[src/rtl/qformat_mac.sv]
// Streaming signed Q-format multiply-accumulate.
// Emits one rescaled, rounded and saturated dot product per in_last-delimited vector.
module qformat_mac #(
    parameter int unsigned DATA_W = 8,
    parameter int unsigned FRAC_W = DATA_W - 1,
    parameter int unsigned ACC_W  = 2 * DATA_W + 4,
    parameter int unsigned ROUND  = 1,
    parameter int unsigned LEN_W  = 8
) (
    input  logic              clk,
    input  logic              rst_n,
    input  logic              in_valid,
    output logic              in_ready,
    input  logic [DATA_W-1:0] in_a,
    input  logic [DATA_W-1:0] in_b,
    input  logic              in_last,
    output logic              out_valid,
    input  logic              out_ready,
    output logic [DATA_W-1:0] out_data,
    output logic [LEN_W-1:0]  out_len,
    output logic              out_sat
);

    localparam int unsigned PROD_W = 2 * DATA_W;
    localparam int unsigned SUM_W  = ACC_W + 1;

    localparam logic signed [SUM_W-1:0] ACC_MAX = $signed({2'b00, {(ACC_W-1){1'b1}}});
    localparam logic signed [SUM_W-1:0] ACC_MIN = $signed({2'b11, {(ACC_W-1){1'b0}}});
    localparam logic signed [SUM_W-1:0] OUT_MAX =
        $signed({{(SUM_W-DATA_W+1){1'b0}}, {(DATA_W-1){1'b1}}});
    localparam logic signed [SUM_W-1:0] OUT_MIN =
        $signed({{(SUM_W-DATA_W+1){1'b1}}, {(DATA_W-1){1'b0}}});
    localparam logic signed [SUM_W-1:0] RND =
        (ROUND != 0 && FRAC_W > 0) ? ((SUM_W'(1) << FRAC_W) >> 1) : '0;

    logic                     en;
    logic                     accept;
    logic signed [PROD_W-1:0] a_ext;
    logic signed [PROD_W-1:0] b_ext;
    logic signed [PROD_W-1:0] prod_c;

    logic                     v1;
    logic                     last1;
    logic signed [PROD_W-1:0] p1;

    logic signed [ACC_W-1:0]  acc;
    logic [LEN_W-1:0]         cnt;
    logic                     first;
    logic                     sticky;

    logic signed [SUM_W-1:0]  acc_base;
    logic signed [SUM_W-1:0]  sum_wide;
    logic signed [ACC_W-1:0]  sum_c;
    logic                     acc_clip;
    logic signed [SUM_W-1:0]  rnd_sum;
    logic signed [SUM_W-1:0]  shifted;
    logic [DATA_W-1:0]        res_c;
    logic                     narrow_clip;
    logic [LEN_W-1:0]         cnt_c;

    // Every stage advances together; a held result freezes the whole pipe.
    assign en       = !out_valid || out_ready;
    assign in_ready = rst_n && en;
    assign accept   = in_valid && in_ready;

    assign a_ext  = $signed({{DATA_W{in_a[DATA_W-1]}}, in_a});
    assign b_ext  = $signed({{DATA_W{in_b[DATA_W-1]}}, in_b});
    assign prod_c = a_ext * b_ext;

    // Stage 1: product register
    always_ff @(posedge clk or negedge rst_n) begin
        if (!rst_n) begin
            v1    <= 1'b0;
            last1 <= 1'b0;
            p1    <= '0;
        end else if (en) begin
            v1 <= accept;
            if (accept) begin
                p1    <= prod_c;
                last1 <= in_last;
            end
        end
    end

    // Stage 2 datapath: clamped accumulate, rescale, narrow
    always_comb begin
        acc_base    = first ? '0 : $signed({acc[ACC_W-1], acc});
        sum_wide    = acc_base + $signed({{(SUM_W-PROD_W){p1[PROD_W-1]}}, p1});
        acc_clip    = 1'b0;
        sum_c       = sum_wide[ACC_W-1:0];
        if (sum_wide > ACC_MAX) begin
            sum_c    = ACC_MAX[ACC_W-1:0];
            acc_clip = 1'b1;
        end else if (sum_wide < ACC_MIN) begin
            sum_c    = ACC_MIN[ACC_W-1:0];
            acc_clip = 1'b1;
        end

        rnd_sum     = $signed({sum_c[ACC_W-1], sum_c}) + RND;
        shifted     = rnd_sum >>> FRAC_W;
        narrow_clip = 1'b0;
        res_c       = shifted[DATA_W-1:0];
        if (shifted > OUT_MAX) begin
            res_c       = OUT_MAX[DATA_W-1:0];
            narrow_clip = 1'b1;
        end else if (shifted < OUT_MIN) begin
            res_c       = OUT_MIN[DATA_W-1:0];
            narrow_clip = 1'b1;
        end

        cnt_c = first ? LEN_W'(1) : ((&cnt) ? cnt : cnt + LEN_W'(1));
    end

    // Stage 2 state and result registers
    always_ff @(posedge clk or negedge rst_n) begin
        if (!rst_n) begin
            acc       <= '0;
            cnt       <= '0;
            first     <= 1'b1;
            sticky    <= 1'b0;
            out_valid <= 1'b0;
            out_data  <= '0;
            out_len   <= '0;
            out_sat   <= 1'b0;
        end else if (en) begin
            out_valid <= v1 && last1;
            if (v1) begin
                acc    <= sum_c;
                cnt    <= cnt_c;
                first  <= last1;
                sticky <= last1 ? 1'b0 : (sticky || acc_clip);
                if (last1) begin
                    out_data <= res_c;
                    out_len  <= cnt_c;
                    out_sat  <= sticky || acc_clip || narrow_clip;
                end
            end
        end
    end

endmodule
[config.mk]
export PLATFORM = sky130hd
export DESIGN_NAME = qformat_mac
export DESIGN_NICKNAME = d
export VERILOG_FILES = /design/src/rtl/qformat_mac.sv
export SDC_FILE = /design/constraint.sdc
export NUM_CORES = 1
export LEC_CHECK = 0
export BUFFER_PORTS_ARGS = -buffer_cell sky130_fd_sc_hd__buf_2
export CELL_PAD_IN_SITES_DETAIL_PLACEMENT = 1
export CELL_PAD_IN_SITES_GLOBAL_PLACEMENT = 1
export CORE_MARGIN = 5
export CORE_UTILIZATION = 45
export CTS_BUF_LIST = sky130_fd_sc_hd__clkbuf_4 sky130_fd_sc_hd__clkbuf_8
export DETAILED_ROUTE_END_ITERATION = 12
export MAX_ROUTING_LAYER = met4
export PLACE_DENSITY_LB_ADDON = 0.1
export SYNTH_ARGS = -nofsm -noshare
export SYNTH_HDL_FRONTEND = slang
export SYNTH_SLANG_ARGS = --single-unit
export TNS_END_PERCENT = 5
[constraint.sdc]
create_clock -name clk -period 4.95 [get_ports clk]
set_input_delay 0.495 -clock clk [delete_from_list [all_inputs] [get_ports clk]]
set_output_delay 0.495 -clock clk [all_outputs]
set_load 0.005 [all_outputs]
# Word level (Yosys, flattened, before mapping)
# Cells that the tools add are included.
dict set report classes {
  n_bitwise 0
  addsub 3
  n_eq_ne 0
  n_mul 1
  shift 0
  mux 12
  magnitude_cmp 4
  reduce_logical 11
  n_div 0
}
# operator count
set op_table {}
lappend op_table {{$mux W20} 2}
lappend op_table {{$mux W8} 4}
lappend op_table {{$add A20 B8 Y21 const B} 1}
lappend op_table {{$add A21 B16 Y21} 1}
lappend op_table {{$gt A21 B20 Y1 const B} 1}
lappend op_table {{$lt A21 B20 Y1 const B} 1}
lappend op_table {{$mux W21} 1}
lappend op_table {{$mul A8 B8 Y16} 1}
lappend op_table {{$gt A14 B8 Y1 const B} 1}
lappend op_table {{$lt A14 B8 Y1 const B} 1}
lappend op_table {{$add A8 B1 Y8 const B} 1}
lappend op_table {{$reduce_and A8 Y1} 1}
lappend op_table {{$mux W1} 5}
lappend op_table {{$reduce_and A2 Y1} 2}
lappend op_table {{$logic_and A1 B1 Y1} 3}
lappend op_table {{$logic_or A1 B1 Y1} 3}
lappend op_table {{$reduce_and A3 Y1} 1}
lappend op_table {{$logic_not A1 Y1} 1}
dict set report totals {
  mem_bits_rw 0
  latchBits 0
  register_bits 66
  mem_count 0
  out_inout_bits 19
  rom_bits 0
  wordCells 42
}

# Longest topological paths before layout
# Gate-level depths: netlist of the first run.
dict set report depth {
  word_depth 10
  depth_mapped 21
  depth_no_buf 20
}

# Worst setup path after synthesis of the first run
# OpenSTA, ideal clock, no wires.
dict set report synth_timing {
  kind {register -> register}
  from {reg first}
  to {reg out_data[2]}
  period_less_slack_ns 4.795
  setup_slack_ns 0.155
  t_required_ns 4.812
  path_stages_with_launch 22
  arrival_ns 4.656
  n_path_buf 6
  path_cell_list {dfstp_2 clkbuf_1 clkbuf_1 nor2b_1 ha_1 buf_2 a21o_1 a31o_1 a211oi_1 a31o_2 mux2i_1 buf_4 clkbuf_1 nand2_1 nand2_1 ha_1 clkbuf_1 inv_1 o22ai_1 o2111ai_1 a31oi_4 o221ai_1}
}
dict set report synth_via {
  elab_chain_len 9
}
# item line_no
set synth_rtl {}
lappend synth_rtl {{start, declared} 48} ;# logic first;
lappend synth_rtl {{start signal, assigned} 130} ;# first <= last1;
lappend synth_rtl {{$mux W21 *} 87} ;# acc_base = first ? '0 : $signed({acc[ACC_W-1], acc});
lappend synth_rtl {{$add A21 B16 Y21 *} 88} ;# sum_wide = acc_base + $signed({{(SUM_W-PROD_W){p1[PROD_W-1]}}, p1});
lappend synth_rtl {{$lt A21 B20 Y1} 94} ;# end else if (sum_wide < ACC_MIN) begin
lappend synth_rtl {{$mux W20} 94}
lappend synth_rtl {{$mux W20 *} 91} ;# if (sum_wide > ACC_MAX) begin
lappend synth_rtl {{net sum_c[7]} 53} ;# logic signed [ACC_W-1:0] sum_c;
lappend synth_rtl {{$add A20 B8 Y21 *} 99} ;# rnd_sum = $signed({sum_c[ACC_W-1], sum_c}) + RND;
lappend synth_rtl {{$lt A14 B8 Y1} 106} ;# end else if (shifted < OUT_MIN) begin
lappend synth_rtl {{$mux W8} 106}
lappend synth_rtl {{$mux W8 *} 103} ;# if (shifted > OUT_MAX) begin
lappend synth_rtl {{end signal, assigned} 133} ;# out_data <= res_c;
lappend synth_rtl {{end, declared} 19} ;# output logic [DATA_W-1:0] out_data,
# Mark *: on every way through the listed nets, which the timed path passes. The rest lies on a longest branch.
# A chain may end at the register's enable or synchronous reset.

# Final worst setup path of the first run
dict set report layout_timing {
  from {reg first}
  to {reg out_data[6]}
}
# Same word-level chain as after synthesis.

==> impl_results.md, run 1 <==
- Critical R2R Launch: first
- Post-Synth Simple-Gate Area: 0.1998
- Arrival @ worst endpoint: 4.79 ns
- Place WS: -0.07545 ns
- CTS H-tree depth: 3
- Post-synth EDFFs: 0
- Power Internal: around 3.0 mW
- Ant diodes: 0
- 1st-pass router iterations: 4
- Clk slew on worst S/H paths: roughly 0.080 ns
- Final min period: about 4.6 ns
- Critical Path End Type: flip-flop
- Commonest non-fill, non-tap cell in the layout: nand2_1
- Number of cells after detailed placement: 1059
- IR Drop Worst-Case VDD: between 0.0002 and 0.0003 V
- Syn_nets: about 940
- Clock skew: roughly 0.011 ns
- Top_reg_cell synth: dfrtp_1
- RePlAce Congestion: 0.9564
- Commonest non-fill, non-tap cells in the layout: 110 x nand2_1, 65 x dfrtp_1, 62 x inv_1
- Main combinational cell family by area after synthesis: adder cells
- Core footprint: between 15000 and 20000 sq um
- CTS tree: built
- Slew Viols, Final: 0
- CP startpoint kind: flip-flop
- Hpwl dp: 15730 um
- Worst Path Max Fanout: 10
- Switching Power: between 3 and 4 mW
- Post-route cell area: roughly 8000 sq um
- Clock latency on the worst-skew pair: roughly 0.36 ns
- Pwr/cell area: a little under 800 nW/um^2
- Share of flip-flops with an asynchronous set or reset: 1.000
- Synth Area in Compound Gates: 0.2122
- Synthesized area: 7133 sq um
- Combinational cell fraction of total power: 0.760
- Worst reg2reg path endpoint: out_data[6]
- Max-cap viol count: 0
- Initial DRC Count: about 230
- Critical path endpoint: out_data[6]
- Final worst setup slack: 0.3801 ns
- Avg Cell Area, Syn: approximately 8.8 sq um
- IO Count: 40
- Remaining global-route overflow: 0
- Post-CTS Setup Bufs: 0
- WL final: about 20000 um
- Top cells by area, synth: dfrtp_1 23%, fa_1 16%, ha_1 8.9%
- Setup crit start: first
- CP Data Required Time: ~5.2 ns
- Cell accounting for the most synthesized area: dfrtp_1
- Synth cell types: 76
- Period utilisation layout: 0.9232
- Chip height: 135.9 um
- Routed Antenna Nets: 0
- WS Path Type: reg2reg
- Hold Slack: 0.1606 ns
- Clk pwr share: 0.091
- Switching power share of the total: 0.5226
- Run status: complete, no violations
- Die width: 135.9 um
- Final Non-Filler Cells: ~1100
- Pin count of the biggest net entering global routing: 37
- Mux share of post-synthesis cell area: 0.01737
- Top-area cell type share of the netlist area: 0.2280
- Power consumption: 6.238 mW
- Share of cells above drive strength 1: 0.1269
- Nets: 982
- Sequential-to-total area share from yosys stat: 0.2317
- DR vias/cell: between 5 and 6
- Area growth syn-to-layout: 10.51%
- Synth Area in XOR/XNOR: 0.03789
- Clock buffer count from CTS: 9
- Number of global-route vias before repair: approximately 6700
- Yosys warns: 0
- Initial core utilization: 0.4540
- Max transition margin: 0.3787
- DP Area: between 7000 and 8000 sq um
- Die ar.: 18470 sq um
- R2R setup slack: around 0.38 ns
- WL/cell: 18.26 um
- Vias: ~6000
- Drt drc: 0
- Global Route Usage Sum: 0.2292
- Setup-failing EPs final: 0
- Register bit total from synthesis: between 60 and 70
- Initial antenna violation count: 0
- Site Rows: 46
- Slew @ Worst Pin: around 0.93 ns
- Lkg Pwr: 3.737 nW
- Cells after synthesis: ~810
- Final Hold Vio Count: 0
- RSZ-0062 raised after global routing: false
- Maximum clock frequency: roughly 220 MHz
- Sequential power share: 0.149
- Clock sinks: 66
- First-pass GRT wire length: 33210 um
- IO buf count: 39
- Synth Area in Adders: 0.2466
- Hold/Removal Path Class: in2async
- CTS max path bufs: 2
- Worst r2r path cells: 19
- Root Driver: clkbuf_8
## metrics by stage
stage	TNS [ns]	utilization
after CTS	0	0.5017
after detailed placement	-0.08761	0.4866
final	0	0.5017
after global placement	0	0.4866
after global routing	0	0.5017
after floorplan	0	-
## registers in the layout, indices dropped and copies added, names as in the netlist
| register | cells |
|---|---|
| out_sat | 1 |
| acc | 20 |
| last1 | 1 |
| cnt | 8 |
| p1 | 16 |
| out_valid | 1 |
| out_data | 8 |
| out_len | 8 |
| first | 1 |
| v1 | 1 |
| sticky | 1 |
## how the worst min path moves through the flow
stage                     slack [ns]       start  cells past startpoint          to
after floorplan                 0.20       rst_n                      0      acc[0]
after global placement          0.45  out_len[0]                      2  out_len[0]
after detailed placement        0.45  out_len[0]                      2  out_len[0]
after CTS                       0.17       rst_n                      2     acc[19]
after global routing            0.21       rst_n                      2     acc[19]
final                           0.16       rst_n                      2     acc[19]
## synthesized netlist by cell type, types with 4 or more instances
cell and n:
a211oi_1 6, a21o_1 16, a21oi_1 47, a31oi_1 10
and2_1 41, and3_1 9, and4_1 4, buf_2 10
clkbuf_1 25, dfrtp_1 65, fa_1 56, ha_1 51
inv_1 62, mux2_2 7, nand2_1 110, nand2b_1 10
nand3_1 15, nand4_1 8, nor2_1 40, nor2b_1 22
nor3_1 10, nor4_1 4, o211ai_1 5, o21a_1 13
o21ai_0 45, o221ai_1 7, o22ai_1 6, o31a_1 4
o31ai_1 9, xnor2_1 21, xor2_1 8
## layer usage
layer	up-vias	GRT usage	wire length, um
met3	29	0.02517	613
met4	0	0.05655	360
met1	3036	0.2705	8232
li1	2925	-	-
met2	103	0.4181	10420
met5	-	-	0
## critical path, cell delays in order (launching register included)
cell and delay (ns):
dfstp_2 0.72, buf_4 0.23, nor2b_1 0.06, ha_1 0.22, fa_1 0.41, a21o_1 0.24
a221oi_4 0.30, o31a_1 0.27, o31a_1 0.27, mux2i_1 0.11, buf_4 0.20, nand2_1 0.09
nand2_1 0.06, ha_1 0.30, and3_1 0.18, o2111ai_1 0.13, a21oi_1 0.11, buf_4 0.18
o21ai_2 0.18, o221ai_1 0.15
## kinds of logic (layout without fill, tap and decap cells)
| kind of cell | after synthesis | after routing |
|---|---|---|
| AO/OA/AOI/OAI | 215 | 215 |
| adder cells (fa/ha/maj) | 107 | 107 |
| AND/OR/NAND/NOR | 286 | 286 |
| multiplexers | 11 | 11 |
| buffers and inverters | 99 | 144 |
| XOR/XNOR | 30 | 30 |
| flip-flops | 66 | 66 |
## power by group through the flow
stage | combinational, mW | clock [mW] | sequential [mW]
after floorplan | 3.46 | 0 | 0.884
after global placement | 4.52 | 0 | 0.928
after detailed placement | 4.70 | 0 | 0.942
after CTS | 4.75 | 0.573 | 0.934
after global routing | 5.27 | 0.594 | 0.962
final | 4.74 | 0.565 | 0.932
## layout make-up
cell class	count	area, sq um
multi-input combinational	649	5092
fill	1906	7830
inverter	62	232.7
sequential	66	1653
clock buffer	11	151.4
tap	216	270.3
clock inverter	5	85.08
timing repair buffer	66	397.9
## timing repair
action                                  in CTS  in global routing
endpoints found under the setup margin       0                  1
hold endpoints to repair                     0                  0
hold buffers                                 0                  0
resized for setup                            0                  1
(Power assumes the default switching activity.)
==> run 2: changes to the inputs <==
==> constraint.sdc (replaced) <==
create_clock -name clk -period 4.95 [get_ports clk]
set_input_delay 0.99 -clock clk [delete_from_list [all_inputs] [get_ports clk]]
set_output_delay 0.99 -clock clk [all_outputs]
set_load 0.005 [all_outputs]
==> impl_results.md, run 2 (synthesis gave the netlist of run 1 again) <==
- DP Area: 7871 sq um (+2.9%)
- Worst reg2reg path endpoint: out_data[6]
- Die ar.: 18470 sq um (unchanged)
- IR Drop Worst-Case VDD: 0.0002907 V (+8.1%)
- Chip height: 135.9 um (unchanged)
- Cell breakdown of the critical path: buf_2 > buf_4 > and2_1 > fa_1 > fa_1 > fa_1 > fa_1 > ha_4 > a21boi_2 > o21ai_2 > a21boi_1 > o21ai_1 > a21oi_2 > o21a_1 > o21a_1 > o31ai_2
- Multi-input logic area: 5197 sq um (+2.1%)
- CP Data Required Time: 5.21 ns (+0.04 ns)
- Routed Antenna Nets: 0 (unchanged)
- Area growth syn-to-layout: 15.52%
- Critical Path Max Stage Delay: 0.60 ns (-0.12 ns)
- Post-route cell area: 8240 sq um (+4.5%)
- IO buf count: 39 (unchanged)
- Ant diodes: 0 (unchanged)
- Crit-path slowest cell: fa_1
- Root Driver: clkbuf_8
- Max transition margin: 0.3588 (-0.01996)
- Initial core utilization: 0.4540 (unchanged)
- Critical R2R Launch: first
- Top Registers: acc x20, p1 x16
- Global Route Usage Sum: 0.2361 (+0.006930)
- Max-cap viol count: 0 (unchanged)
- Number of cells after detailed placement: 1089 (+2.8%)
- IO Count: 40 (unchanged)
- Hold/Removal Path Class: reg2reg
- Worst Hold Endpoint: out_len[0]
- Arrival @ worst endpoint: 5.03 ns (+0.24 ns)
- Initial DRC Count: 242 (+6.6%)
- 1st-pass router iterations: 5 (+1)
- Critical Path End Type: flip-flop
- Number of global-route vias before repair: 6893 (+3.6%)
- CTS tree: built
- Maximum clock frequency: 209.5 MHz (-4.2%)
- Pin count of the biggest net entering global routing: 36 (-2.7%)
- Initial antenna violation count: 0 (unchanged)
- FILL cells: 1872 (-1.8%)
- Storage cell area: 1653 sq um (unchanged)
- CTS max path bufs: 2 (unchanged)
- Die width: 135.9 um (unchanged)
- Nets: 1013 (+3.2%)
- Hold Path Origin: out_len[0]
- Worst r2r path cells: 16 (-3)
- RSZ-0062 raised after global routing: true
- Commonest non-fill, non-tap cell in the layout: nand2_1
- CTS H-tree depth: 3 (unchanged)
- Lkg Pwr: 3.907 nW (+4.5%)
- Remaining global-route overflow: 0 (unchanged)
- Hold Slack: 0.4648 ns (+0.3041 ns)
- R2R setup slack: 0.31 ns (-0.07 ns)
- Hpwl dp: 16490 um (+4.8%)
- Final min period: 4.772 ns (+0.2026 ns)
- Hold buffer count at CTS: 0 (unchanged)
- Clk slew on worst S/H paths: 0.08 ns (about the same)
- Core footprint: 15710 sq um (unchanged)
- Clock sinks: 66 (unchanged)
- Drt drc: 0 (unchanged)
- Commonest non-fill, non-tap cells in the layout: 108 x nand2_1, 65 x dfrtp_1, 61 x inv_1
- Setup-failing EPs final: 0 (unchanged)
- Site Rows: 46 (unchanged)
- Run status: complete, no violations
- WL final: 20410 um (+4.0%)
- WS Path Type: in2reg
- Final Non-Filler Cells: 1106 (+2.9%)
- WL/cell: 18.46 um (+1.1%)
- DR vias/cell: 5.660 (-0.14%)
- Final Hold Vio Count: 0 (unchanged)
- First-pass GRT wire length: 34070 um (+2.6%)
- Vias: 6260 (+2.7%)
- Worst Hold Depth: 2
- Period utilisation layout: 0.9641 (+0.04093)
- Clock buffer count from CTS: 9 (unchanged)
- Clock latency on the worst-skew pair: 0.36 ns (about the same)
- RePlAce Congestion: 0.9606 (+0.44%)
- Top reg by flops: acc
- Slew @ Worst Pin: 0.9596 ns (+0.02987 ns)
- Slew Viols, Final: 0 (unchanged)
- Pwr/cell area: 789.6 nW/um^2 (-0.24%)
- Max reg flops: 20 (unchanged)
- Share of cells above drive strength 1: 0.1787 (+0.05176)
- Clock skew: 0.007899 ns (-0.002616 ns)
- Top cell by count, worst path: fa_1
- CP startpoint kind: primary input
- Worst Path Max Fanout: 5 (-5)
run 2: cell types whose count changed in the layout (fill, tap and decap cells not counted), moves of 2 or more:
cell      before  now
o21ai_0       44   41
a21oi_2        0    4
nand2_2        0    2
ha_4           0    4
ha_1          51   47
nand2_1      110  108
o21ai_2        1    3
a21oi_1       47   43
buf_4         27   57
a21boi_0       2    0
run 2: per-layer routing:
layer  wire, um  vias to the layer above  track usage  part of all wire
li1           -                     2986            -                 -
met1       8330                     3097       0.2692              0.41
met2      10910                      136       0.4375              0.53
met3        613                       41      0.02036             0.030
met4        564                        0      0.07559             0.028
met5          0                        -            -                 0
run 2: worst max-delay path: cells and delay by family:
| family | cells | cell delay [ns] |
|---|---|---|
| and+or+nand+nor | 1 | 0.17 |
| AOI/OAI and AO/OA | 8 | 1.25 |
| buffers and inverters | 2 | 0.27 |
| adders and majority gates | 5 | 2.35 |
run 2: layout make-up:
type                    instances  area share
repair buffers                 97     0.07729
multi-input cells             649      0.6307
clock buffers                  10     0.01670
inverters                      62     0.02824
clock inverters                 6     0.01367
flip-flops and latches         66      0.2006
well taps                     216     0.03280
run 2: repair_timing:
action                     4_1_cts  5_1_grt
pin swaps                        0       20
resized for setup                3       23
setup endpoints to repair        2        6
hold endpoints to repair         0        0
setup buffers                    0        1
run 2: power breakdown:
part           switching, mW  total (mW)  internal (mW)
Sequential             0.161       0.929          0.768
Clock                  0.226       0.576          0.350
Combinational           2.95        5.00           2.05
Total                   3.34        6.51           3.17
run 2: how the worst max path moves through the flow:
| stage | startpoint | to | depth (start not counted) |
|---|---|---|---|
| global route | in_a[3] | p1[15] | 18 |
| finish | in_b[4] | p1[14] | 16 |
| floorplan | in_b[6] | p1[15] | 17 |
| CTS | in_a[0] | p1[15] | 20 |
| global placement | in_a[1] | p1[14] | 19 |
| detailed placement | in_a[0] | p1[14] | 20 |
run 2: per-stage QoR:
step | setup WS (ns) | utilization | TNS (ns) | power [mW]
after floorplan | -0.01785 | - | -0.01785 | 4.349
after global placement | -0.3058 | 0.5010 | -0.7284 | 5.526
after detailed placement | -0.4451 | 0.5010 | -1.510 | 5.749
after CTS | 0.003527 | 0.5174 | 0 | 6.403
after global routing | -0.08157 | 0.5244 | -0.1149 | 7.129
final | 0.1776 | 0.5244 | 0 | 6.506
==> run 3: changes to the inputs <==
CORE_UTILIZATION = 44   (was 45)
CTS_BUF_LIST = default   (was sky130_fd_sc_hd__clkbuf_4 sky130_fd_sc_hd__clkbuf_8)
==> impl_results.md, run 3 (synthesis gave the netlist of run 1 again) <==
- Switching power share of the total: 0.5006 (-0.01273)
- Hold Path Origin: out_len[0]
- Worst r2r path cells: 17 (+1)
- Max reg flops: 20 (unchanged)
- Max transition margin: 0.3579 (-0.0008660)
- Number of cells after detailed placement: 1097 (+0.73%)
- Met2 usage: 0.4128 (-0.02469)
- Global Route Usage Sum: 0.2303 (-0.005853)
- Commonest non-fill, non-tap cell in the layout: nand2_1
- Routed Antenna Nets: 0 (unchanged)
- GR peak layer: met2
- Setup-failing EPs final: 0 (unchanged)
- Initial antenna violation count: 0 (unchanged)
- Die ar.: 18860 sq um (+2.1%)
- Nets: 1022 (+0.89%)
- Critical Path End Type: flip-flop
- Worst Hold Depth: 2 (unchanged)
- Commonest non-fill, non-tap cells in the layout: 110 x nand2_1, 67 x buf_4, 65 x dfrtp_1
- Initial core utilization: 0.4490 (-0.004934)
- Number of global-route vias before repair: 6896 (+0.044%)
- Top reg by flops: acc
- Root Driver: clkbuf_16
- Met3 Use GR: 0.01790 (-0.002459)
- Power Internal: 3.392 mW (+7.1%)
- Switching Power: 3.400 mW (+1.8%)
- Hold buffer count at CTS: 0 (unchanged)
- 1st-pass router iterations: 4 (-1)
- Clock skew: 0.008773 ns (+0.0008741 ns)
- DR vias/cell: 5.557 (-1.8%)
- CTS tree: built
- Hpwl dp: 16340 um (-0.91%)
- Vias: 6196 (-1.0%)
- Chip height: 137.3 um (+1.0%)
- Maximum clock frequency: 207.8 MHz (-0.82%)
- IO buf count: 39 (unchanged)
- Area growth syn-to-layout: 17.59%
- Combinational cell fraction of total power: 0.752 (-0.017)
- Final Hold Vio Count: 0 (unchanged)
- Sequential power share: 0.136 (-0.007)
- Site Rows: 46 (unchanged)
- Remaining global-route overflow: 0 (unchanged)
- Initial DRC Count: 211 (-13%)
- RePlAce Congestion: 0.9175 (-4.5%)
- Core footprint: 15890 sq um (+1.1%)
- Slew @ Worst Pin: 0.9608 ns (+0.001295 ns)
- Clock latency on the worst-skew pair: 0.33 ns (-0.03 ns)
- Slew Viols, Final: 0 (unchanged)
- Top Registers: acc x20, p1 x16
- CTS H-tree depth: 3 (unchanged)
- CTS max path bufs: 2 (unchanged)
- CP startpoint kind: primary input
- Setup crit start: in_b[0]
- Lkg Pwr: 3.984 nW (+2.0%)
- Share of cells above drive strength 1: 0.1869 (+0.008223)
- WL/cell: 18.17 um (-1.6%)
- First-pass GRT wire length: 33750 um (-0.91%)
- Run status: complete, no violations
- Clock sinks: 66 (unchanged)
- Pwr/cell area: 809.7 nW/um^2 (+2.6%)
- CP Data Required Time: 5.12 ns (-0.09 ns)
- Clk slew on worst S/H paths: 0.06 ns (-0.02 ns)
- Hold Slack: 0.4674 ns (+0.002656 ns)
- WS Path Type: in2reg
- WL final: 20260 um (-0.77%)
- Clk pwr share: 0.112 (+0.023)
- Drt drc: 0 (unchanged)
- Worst Path Max Fanout: 5 (unchanged)
- R2R setup slack: 0.29 ns (-0.02 ns)
- Final Non-Filler Cells: 1115 (+0.81%)
- Pin count of the biggest net entering global routing: 36 (unchanged)
- Post-route setup TNS: 0 ns (unchanged)
- Ant diodes: 0 (unchanged)
- Hold/Removal Path Class: reg2reg
- Final min period: 4.812 ns (+0.03929 ns)
- Max-cap viol count: 0 (unchanged)
- IR Drop Worst-Case VDD: 0.0003306 V (+14%)
- Arrival @ worst endpoint: 4.98 ns (-0.05 ns)
- Clock buffer count from CTS: 9 (unchanged)
- Critical R2R Launch: first
- Met1 Track Usage GR: 0.2709 (+0.001763)
- Period utilisation layout: 0.9721 (+0.007937)
- IO Count: 40 (unchanged)
- Die width: 137.3 um (+1.0%)
## run 3: power groups by stage
stage / logic (mW) / registers (mW) / clock network (mW)
after floorplan: 3.46 / 0.884 / 0
after global placement: 4.69 / 0.919 / 0
after detailed placement: 4.89 / 0.933 / 0
after CTS: 4.98 / 0.927 / 0.774
after global routing: 5.64 / 0.952 / 0.795
final: 5.11 / 0.924 / 0.762
## run 3: routing by layer
metal,vias to the layer above,part of all wire
met4,0,0.024
met1,3090,0.43
met3,25,0.020
met5,-,0
li1,2997,-
met2,84,0.53
## run 3: path summary, 6_finish.rpt
path                                    end
worst min-delay path             out_len[0]
min in group asynchronous           acc[15]
worst max register to register  out_data[6]
max in group asynchronous             first
worst max-delay path                 p1[15]
worst min register to register   out_len[0]
## run 3: what timing repair did
item,CTS,global route
endpoints found under the setup margin,2,11
pin swaps,0,20
buffers inserted,0,2
hold endpoints to repair,0,0
gates resized for setup,4,21
## run 3: layout make-up
type	count	area, sq um
clock buffers	10	239.0
well taps	216	270.3
inverters	62	232.7
flip-flops and latches	66	1653
repair buffers	106	698.2
clock inverters	6	112.6
multi-input cells	649	5182
fillers	1911	7497
## run 3: through the flow
step	instance area, sq um	power (mW)	setup slack (ns)	util
floorplan	7134	4.349	-0.01785	-
global placement	7931	5.614	-0.3407	0.4993
detailed placement	7931	5.825	-0.4322	0.4993
CTS	8290	6.681	0.007482	0.5219
global route	8388	7.390	-0.03587	0.5280
finish	8388	6.792	0.1383	0.5280
## run 3: critical path: stages
cell and delay, ns:
buf_2 0.13, and2_4 0.17, fa_1 0.50, inv_1 0.05, fa_1 0.50, inv_1 0.06, fa_1 0.56, fa_1 0.45
ha_4 0.17, inv_1 0.10, o21ai_0 0.10, a21oi_1 0.19, o21ai_1 0.13, a21oi_2 0.19, o22ai_2 0.11, o41ai_2 0.34
xnor2_1 0.15, o21ai_0 0.09
